--- src/rtl/hilo_div_sequencer.sv ---
// HI/LO register owner and iterative-divider sequencer for the EX stage.
// Optional macro DIV_ZERO_EN: divisor-zero DIVU bypasses the divider and pulses div_zero.
module hilo_div_sequencer #(
  parameter int          DIV_LAT = 35,
  parameter logic [5:0]  FN_MFHI = 6'b010000,
  parameter logic [5:0]  FN_MTHI = 6'b010001,
  parameter logic [5:0]  FN_MFLO = 6'b010010,
  parameter logic [5:0]  FN_MTLO = 6'b010011,
  parameter logic [5:0]  FN_DIVU = 6'b011011
) (
  input  logic        clk,
  input  logic        reset,
  input  logic        ex_valid,
  input  logic [5:0]  ex_funct,
  input  logic [31:0] ex_rs_val,
  input  logic [31:0] ex_rt_val,
  input  logic        flush,
  output logic [5:0]  div_signal,
  output logic [31:0] div_a,
  output logic [31:0] div_b,
  input  logic [63:0] div_result,
  output logic        stall,
  output logic        busy,
  output logic [31:0] rd_data,
  output logic [31:0] hi,
  output logic [31:0] lo
`ifdef DIV_ZERO_EN
  ,
  output logic        div_zero
`endif
);

  localparam logic [5:0] SIG_PAUSE = 6'b000000;
  localparam int         CNT_W     = $clog2(DIV_LAT);
  localparam logic [CNT_W-1:0] CNT_LAST = CNT_W'(DIV_LAT - 2);

  typedef enum logic [1:0] {IDLE, RUN, DRAIN, CAPTURE} state_t;

  state_t           state, state_nxt;
  logic [CNT_W-1:0] cnt;
  logic             keep;

  logic is_div, is_mthi, is_mtlo, is_hilo, zero_byp, accept;

  assign is_div  = ex_valid && (ex_funct == FN_DIVU);
  assign is_mthi = ex_valid && (ex_funct == FN_MTHI);
  assign is_mtlo = ex_valid && (ex_funct == FN_MTLO);
  assign is_hilo = is_div || is_mthi || is_mtlo ||
                   (ex_valid && (ex_funct == FN_MFHI || ex_funct == FN_MFLO));

`ifdef DIV_ZERO_EN
  assign zero_byp = is_div && (ex_rt_val == 32'd0);
`else
  assign zero_byp = 1'b0;
`endif

  assign accept = (state == IDLE) && is_div && !flush && !zero_byp;
  assign busy   = (state != IDLE);

  always_comb begin
    rd_data = 32'd0;
    if (ex_funct == FN_MFHI)      rd_data = hi;
    else if (ex_funct == FN_MFLO) rd_data = lo;
  end

  // keep marks that EX still holds the originating DIVU; it is released in CAPTURE
  always_comb begin
    state_nxt = state;
    stall     = 1'b0;
    case (state)
      IDLE: begin
        stall = is_div && !zero_byp;
        if (accept) state_nxt = RUN;
      end
      RUN: begin
        stall = is_hilo;
        if (cnt == CNT_LAST) state_nxt = DRAIN;
      end
      DRAIN: begin
        stall     = is_hilo;
        state_nxt = CAPTURE;
      end
      CAPTURE: begin
        stall     = is_hilo && !(keep && is_div);
        state_nxt = IDLE;
      end
    endcase
    if (flush) stall = 1'b0;
  end

  always_ff @(posedge clk) begin
    if (reset) begin
      state      <= IDLE;
      cnt        <= '0;
      keep       <= 1'b0;
      hi         <= 32'd0;
      lo         <= 32'd0;
      div_a      <= 32'd0;
      div_b      <= 32'd0;
      div_signal <= SIG_PAUSE;
`ifdef DIV_ZERO_EN
      div_zero   <= 1'b0;
`endif
    end else begin
      state <= state_nxt;
`ifdef DIV_ZERO_EN
      div_zero <= 1'b0;
`endif
      case (state)
        IDLE: begin
          if (accept) begin
            div_a      <= ex_rs_val;
            div_b      <= ex_rt_val;
            div_signal <= FN_DIVU;
            cnt        <= '0;
            keep       <= 1'b1;
          end
          if (!flush && is_mthi) hi <= ex_rs_val;
          if (!flush && is_mtlo) lo <= ex_rs_val;
`ifdef DIV_ZERO_EN
          if (!flush && zero_byp) begin
            hi       <= ex_rs_val;
            lo       <= 32'hFFFF_FFFF;
            div_zero <= 1'b1;
          end
`endif
        end
        RUN: begin
          cnt <= cnt + CNT_W'(1);
          if (cnt == CNT_LAST) div_signal <= SIG_PAUSE;
          if (flush) keep <= 1'b0;
        end
        DRAIN: begin
          if (flush) keep <= 1'b0;
        end
        CAPTURE: begin
          // divider output is {remainder, quotient}
          if (keep) begin
            lo <= div_result[31:0];
            hi <= div_result[63:32];
          end
          keep <= 1'b0;
        end
      endcase
    end
  end

endmodule
--- config.mk ---
export PLATFORM = sky130hd
export DESIGN_NAME = hilo_div_sequencer
export DESIGN_NICKNAME = d
export VERILOG_FILES = /design/src/rtl/hilo_div_sequencer.sv
export SDC_FILE = /design/constraint.sdc
export NUM_CORES = 1
export LEC_CHECK = 0
export BUFFER_PORTS_ARGS = -buffer_cell sky130_fd_sc_hd__buf_4
export CORE_UTILIZATION = 47
export CTS_CLUSTER_DIAMETER = 80
export DETAILED_ROUTE_END_ITERATION = 6
export PLACE_DENSITY = 0.79
export SYNTH_ARGS = -nofsm -noshare
export SYNTH_HDL_FRONTEND = slang
export SYNTH_SLANG_ARGS = --single-unit
--- constraint.sdc ---
create_clock -name clk -period 3.13 [get_ports clk]
set_clock_uncertainty 0.15 [all_clocks]
set_input_delay 0.626 -clock clk [delete_from_list [all_inputs] [get_ports clk]]
set_output_delay 0.626 -clock clk [all_outputs]
set_load 0.005 [all_outputs]
**Word level (Yosys, flattened, before mapping)**

Cells that the tools add are included.

- $add $sub $neg: 1
- Muxes and demuxes: 21
- Eq/ne operators: 15
- Reductions and logical operators: 28

Operators with widths:

| cell | count |
|---|---|
| $mux W32 | 6 |
| $pmux W32 S2 | 2 |
| $eq A6 B5 Y1 const B | 5 |
| $pmux W6 S2 | 2 |
| $mux W6 | 3 |
| $logic_and A1 B1 Y1 | 10 |
| $reduce_and A3 Y1 | 3 |
| $pmux W2 S4 | 1 |
| $reduce_and A2 Y1 | 4 |
| $add A6 B1 Y6 const B | 1 |
| $eq A6 B6 Y1 const B | 1 |
| $ne A2 B1 Y1 const B | 3 |
| $ne A2 B2 Y1 const B | 3 |
| $pmux W1 S3 | 2 |
| $reduce_bool A2 Y1 | 3 |
| $eq A2 B2 Y1 const B | 2 |
| $logic_or A1 B1 Y1 | 4 |
| $mux W2 | 2 |
| $mux W1 | 3 |
| $eq A2 B1 Y1 const B | 1 |
| $logic_not A1 Y1 | 2 |
| $logic_not A2 Y1 | 1 |
| $reduce_or A2 Y1 | 1 |

- Input bits: 138
- Output and inout port bits: 168
- Logic and storage cells: 73
- Register bits after elaboration: 143

**Longest topological paths before layout**

- Depth in word-level cells: 8
- Gate-level depth with buffers: 9
- Mapped depth without buffers: 6

**Worst setup path before layout**

Ideal clock, no wire load.

- Path type: in2out
- Start: in ex_funct[5]
- End: out rd_data[10]
- Buffers on the path: 3
- Required time: 2354 ps
- Stages: 6
- Slack: 458 ps
- Data arrival time: 1896 ps
- Path through: or3b_1 > buf_2 > or3_1 > clkbuf_1 > clkbuf_1 > nor2_1

- Longest elaborated chain between the ends: 3
- Elaborated cells between the ends (all ways): 4
- Those cells by class: 2 x eq/ne; 2 x mux

RTL lines:

| item | line | text |
|---|---|---|
| start: declaration | 14 | `input logic [5:0] ex_funct,` |
| $eq A6 B5 Y1 | 63 | `else if (ex_funct == FN_MFLO) rd_data = lo;` |
| $mux W32 | 63 |  |
| $mux W32 (*) | 62 | `if (ex_funct == FN_MFHI) rd_data = hi;` |
| end: declaration | 24 | `output logic [31:0] rd_data,` |

Mark *: on every way between the ends. The rest lies on a longest branch, timed or not.

**Worst setup path in the final report**

- Start: reg state[1]
- End: out stall

- Longest elaborated chain between the ends: 4
- Elaborated cells between the ends (all ways): 7
- Those cells by class: 3 x eq/ne; 2 x mux; 2 x reduce/logical

RTL lines:

| item | line | text |
|---|---|---|
| start: declaration | 39 | `state_t state, state_nxt;` |
| start signal: assignment | 105 | `state <= state_nxt;` |
| $eq A2 B2 Y1 / $eq A2 B1 Y1 (equally long branches) | 70 | `case (state)` |
| $reduce_or A2 Y1 (no line) | - |  |
| $pmux W1 S3 (*) | 70 |  |
| $mux W1 (*) | 88 | `if (flush) stall = 1'b0;` |
| end: declaration | 22 | `output logic stall,` |

Marks and branches as above.

==> out/metrics.csv <==
stage,metric,value,unit
critical_path,end_kind,output port,
synth,synth.area.mux_share,15.8,%
floorplanning,die_height,118,um
placed_design,io_buffer_count,303,
sta,fin_setup_tns,0,ps
finish,layout_common_cells,"buf_4 (321), dfxtp_1 (137), nand2_1 (134), a21oi_1 (133), mux2i_1 (99)",
global_route,grt_use_total,30.3,%
floorplanning,die_x,118,um
sta,final_hold_viol_count,0,
detailed_routing,drtIter0Drc,453,
pwr,internal_power,4.62,mW
detailed_routing,via_per_inst,5.47,
critical_path,worstSetupPathType,reg2out,
synth,synth_compound_area_share,20.4,%
synth,synth-simple-area-share,13.7,%
global_route,antenna_found_initial,0,
synth,synth_edf_count,0,
pwr,p_sw,2.15,mW
sta,max_slew_margin,58.4,%
hold_path,hold_path.class,in2reg,
sta,max_freq,0.333,GHz
global_route,grt_pass1_wl,33300,um
synth,syn_area_per_cell,8.47,sq um
sta,setup_violations,0,
finish,nNetsFinal,1164,
synth,synth_fa_ha_area_share,1.18,%
global_route,grt_max_degree,70,
synth,synth.cell_area,6360,sq um
pwr,vdd_drop_max,389,uV
sta,finalMaxSlewViolations,0,
pwr,seq_power_share,36.2,%
pwr,switching_share,31.7,%
critical_path,startpoint_type,flip-flop,
synth,async_flop_share,0,%
detailed_routing,via_count,6612,
global_route,grt_pass1_vias,6468,
finish,insertedDiodeCount,0,
clock_tree,cts_buffers,17,
sta,rsz0062_at_grt,false,
clock_tree,root_buffer,clkbuf_16,
synth,synth_cell_types,40,
sta,period_needed,3000,ps
run,cap_violations,0,
clock_tree,h-tree-depth,4,
status,outcome,"finished, final reports clean",
synth,ys_seq_area_share,43.5,%
floorplanning,rows,42,
clock_tree,cts.sinks,138,
placed_design,place_ws,308,ps
global_route,overflow,0,
synth,ys_seq_elements,138,
clock_tree,postCtsSetupBuffers,0,
detailed_routing,wl,21000,um
pwr,clockPowerShare,32.5,%
clock_tree,cts_tree,yes,
critical_path,crit_path_max_fanout,5,
finish,final_cell_area,9460,sq um
floorplanning,dieArea,14000,sq um
placed_design,dpl_cell_area,8810,sq um
floorplanning,start_util,48.2,%
detailed_routing,drc,0,
finish,drive_above_1_share,35.2,%
clock_tree,clkLatencyLatePin,420,ps
critical_path,worst_ep_required_time,2350,ps
synth,synthCells,750,
floorplanning,core_region_area,13200,sq um
pwr,cellPowerDensity,716,nW/um^2
detailed_routing,postRouteAntennaNets,0,
synth,synthFlopType,dfxtp_1,
placed_design,place_congestion,0.873,
finish,layout_commonest_cell,buf_4,
synth,synth_xor_area_share,0.138,%
pwr,p_leak,3.83,nW
sta,worstMarginPinSlew,623,ps
clock_tree,path_clk_slew,60,ps
sta,fin_ws,130,ps
critical_path,crit_arrival,2220,ps
finish,area_growth,48.8,%
synth,synth_top_family_by_area,compound AO/OA/AOI/OAI gates,
clock_tree,clk_path_buf_depth,2,
synth,yosysWarnings,0,
detailed_routing,wl_per_cell,17.4,um
sta,min_period_over_period,95.9,%
pwr,combPwrFrac,31.3,%
floorplanning,pin_count,306,
detailed_routing,dr.pass1.iters,5,
placed_design,hpwlAfterDp,14900,um
==> layer usage <==
layer / part of all wire (%) / GRT usage [%]
met1: 41 / 36.2
met2: 50 / 50.7
met3: 6.8 / 7.53
met4: 3.0 / 14.9
met5: 0 / 0
==> sequential cells by signal (all words and copies together) (netlist names) <==
register / cells
div_a: 32
hi: 32
lo: 32
div_signal: 1
state: 2
keep: 1
div_b: 32
cnt: 6
==> synthesized netlist by cell type (3+ instances only) <==
cell type    n  share of area, %
a21oi_1    133                10
nor3_1       3              0.24
buf_2       11              0.87
buf_1        3              0.18
nand2b_1     6              0.59
a211oi_1    67               7.9
buf_4        5              0.59
nand2_1    134               7.9
clkbuf_1    56               3.3
a31oi_1      6              0.59
nor2_1      36               2.1
inv_1        6              0.35
nand3_1      7              0.55
o21ai_0      5              0.39
mux2i_1     99                16
dfxtp_1    138                43
ha_1         6               1.2
==> cell type report <==
type | count | area, sq um
well taps | 176 | 220
fillers | 1073 | 3730
flip-flops and latches | 138 | 2760
repair buffers | 325 | 2490
clock buffers | 20 | 457
inverters | 6 | 22.5
clock inverters | 12 | 195
multi-input cells | 532 | 3310
==> timing repair <==
item,CTS,global route
resized for setup,0,1
setup endpoints to repair,0,1
hold buffers,0,0
==> worst max-delay path, stage by stage (launching register included) <==
cell and delay [ps]:
dfxtp_1 420, inv_1 90, ha_1 350, nand3b_1 120, nand3_1 80, a2111o_1 430, a21oi_1 180, buf_4 140
==> cells by family after synthesis <==
| kind of cell | after synthesis |
|---|---|
| other | 1 |
| flip-flops | 138 |
| buffers and inverters | 81 |
| multiplexers | 100 |
| adder cells (fa/ha/maj) | 6 |
| AND/OR/NAND/NOR | 206 |
| AO/OA/AOI/OAI | 217 |
| XOR/XNOR | 1 |
==> worst paths after layout <==
kind / from / to / slack, ps / cells past startpoint
worst max register to register: state[1] / cnt[4] / 580 / 6
worst min register to register: div_b[25] / div_b[25] / 300 / 2
worst min-delay path: ex_rt_val[29] / div_b[29] / 300 / 3
worst max-delay path: state[1] / stall / 130 / 7
==> power groups by stage <==
stage | Combinational [mW] | Clock [mW] | Sequential [mW]
floorplan | 1.06 | 0 | 2.40
global placement | 2.07 | 0 | 2.47
detailed placement | 2.11 | 0 | 2.47
CTS | 2.11 | 2.23 | 2.44
global route | 2.31 | 2.30 | 2.49
finish | 2.12 | 2.20 | 2.45
==> stage by stage <==
| step | instances | power, mW | util, % | hold slack (ps) |
|---|---|---|---|---|
| after CTS | 1209 | 6.79 | 71.7 | 291 |
| after floorplan | 751 | 3.46 | - | 303 |
| after global placement | 1177 | 4.53 | 66.8 | 292 |
| after global routing | 1209 | 7.09 | 71.7 | 302 |
| final | 1209 | 6.77 | 71.7 | 303 |
| after detailed placement | 1177 | 4.58 | 66.8 | 297 |
Power figures use the tool's default switching activity.
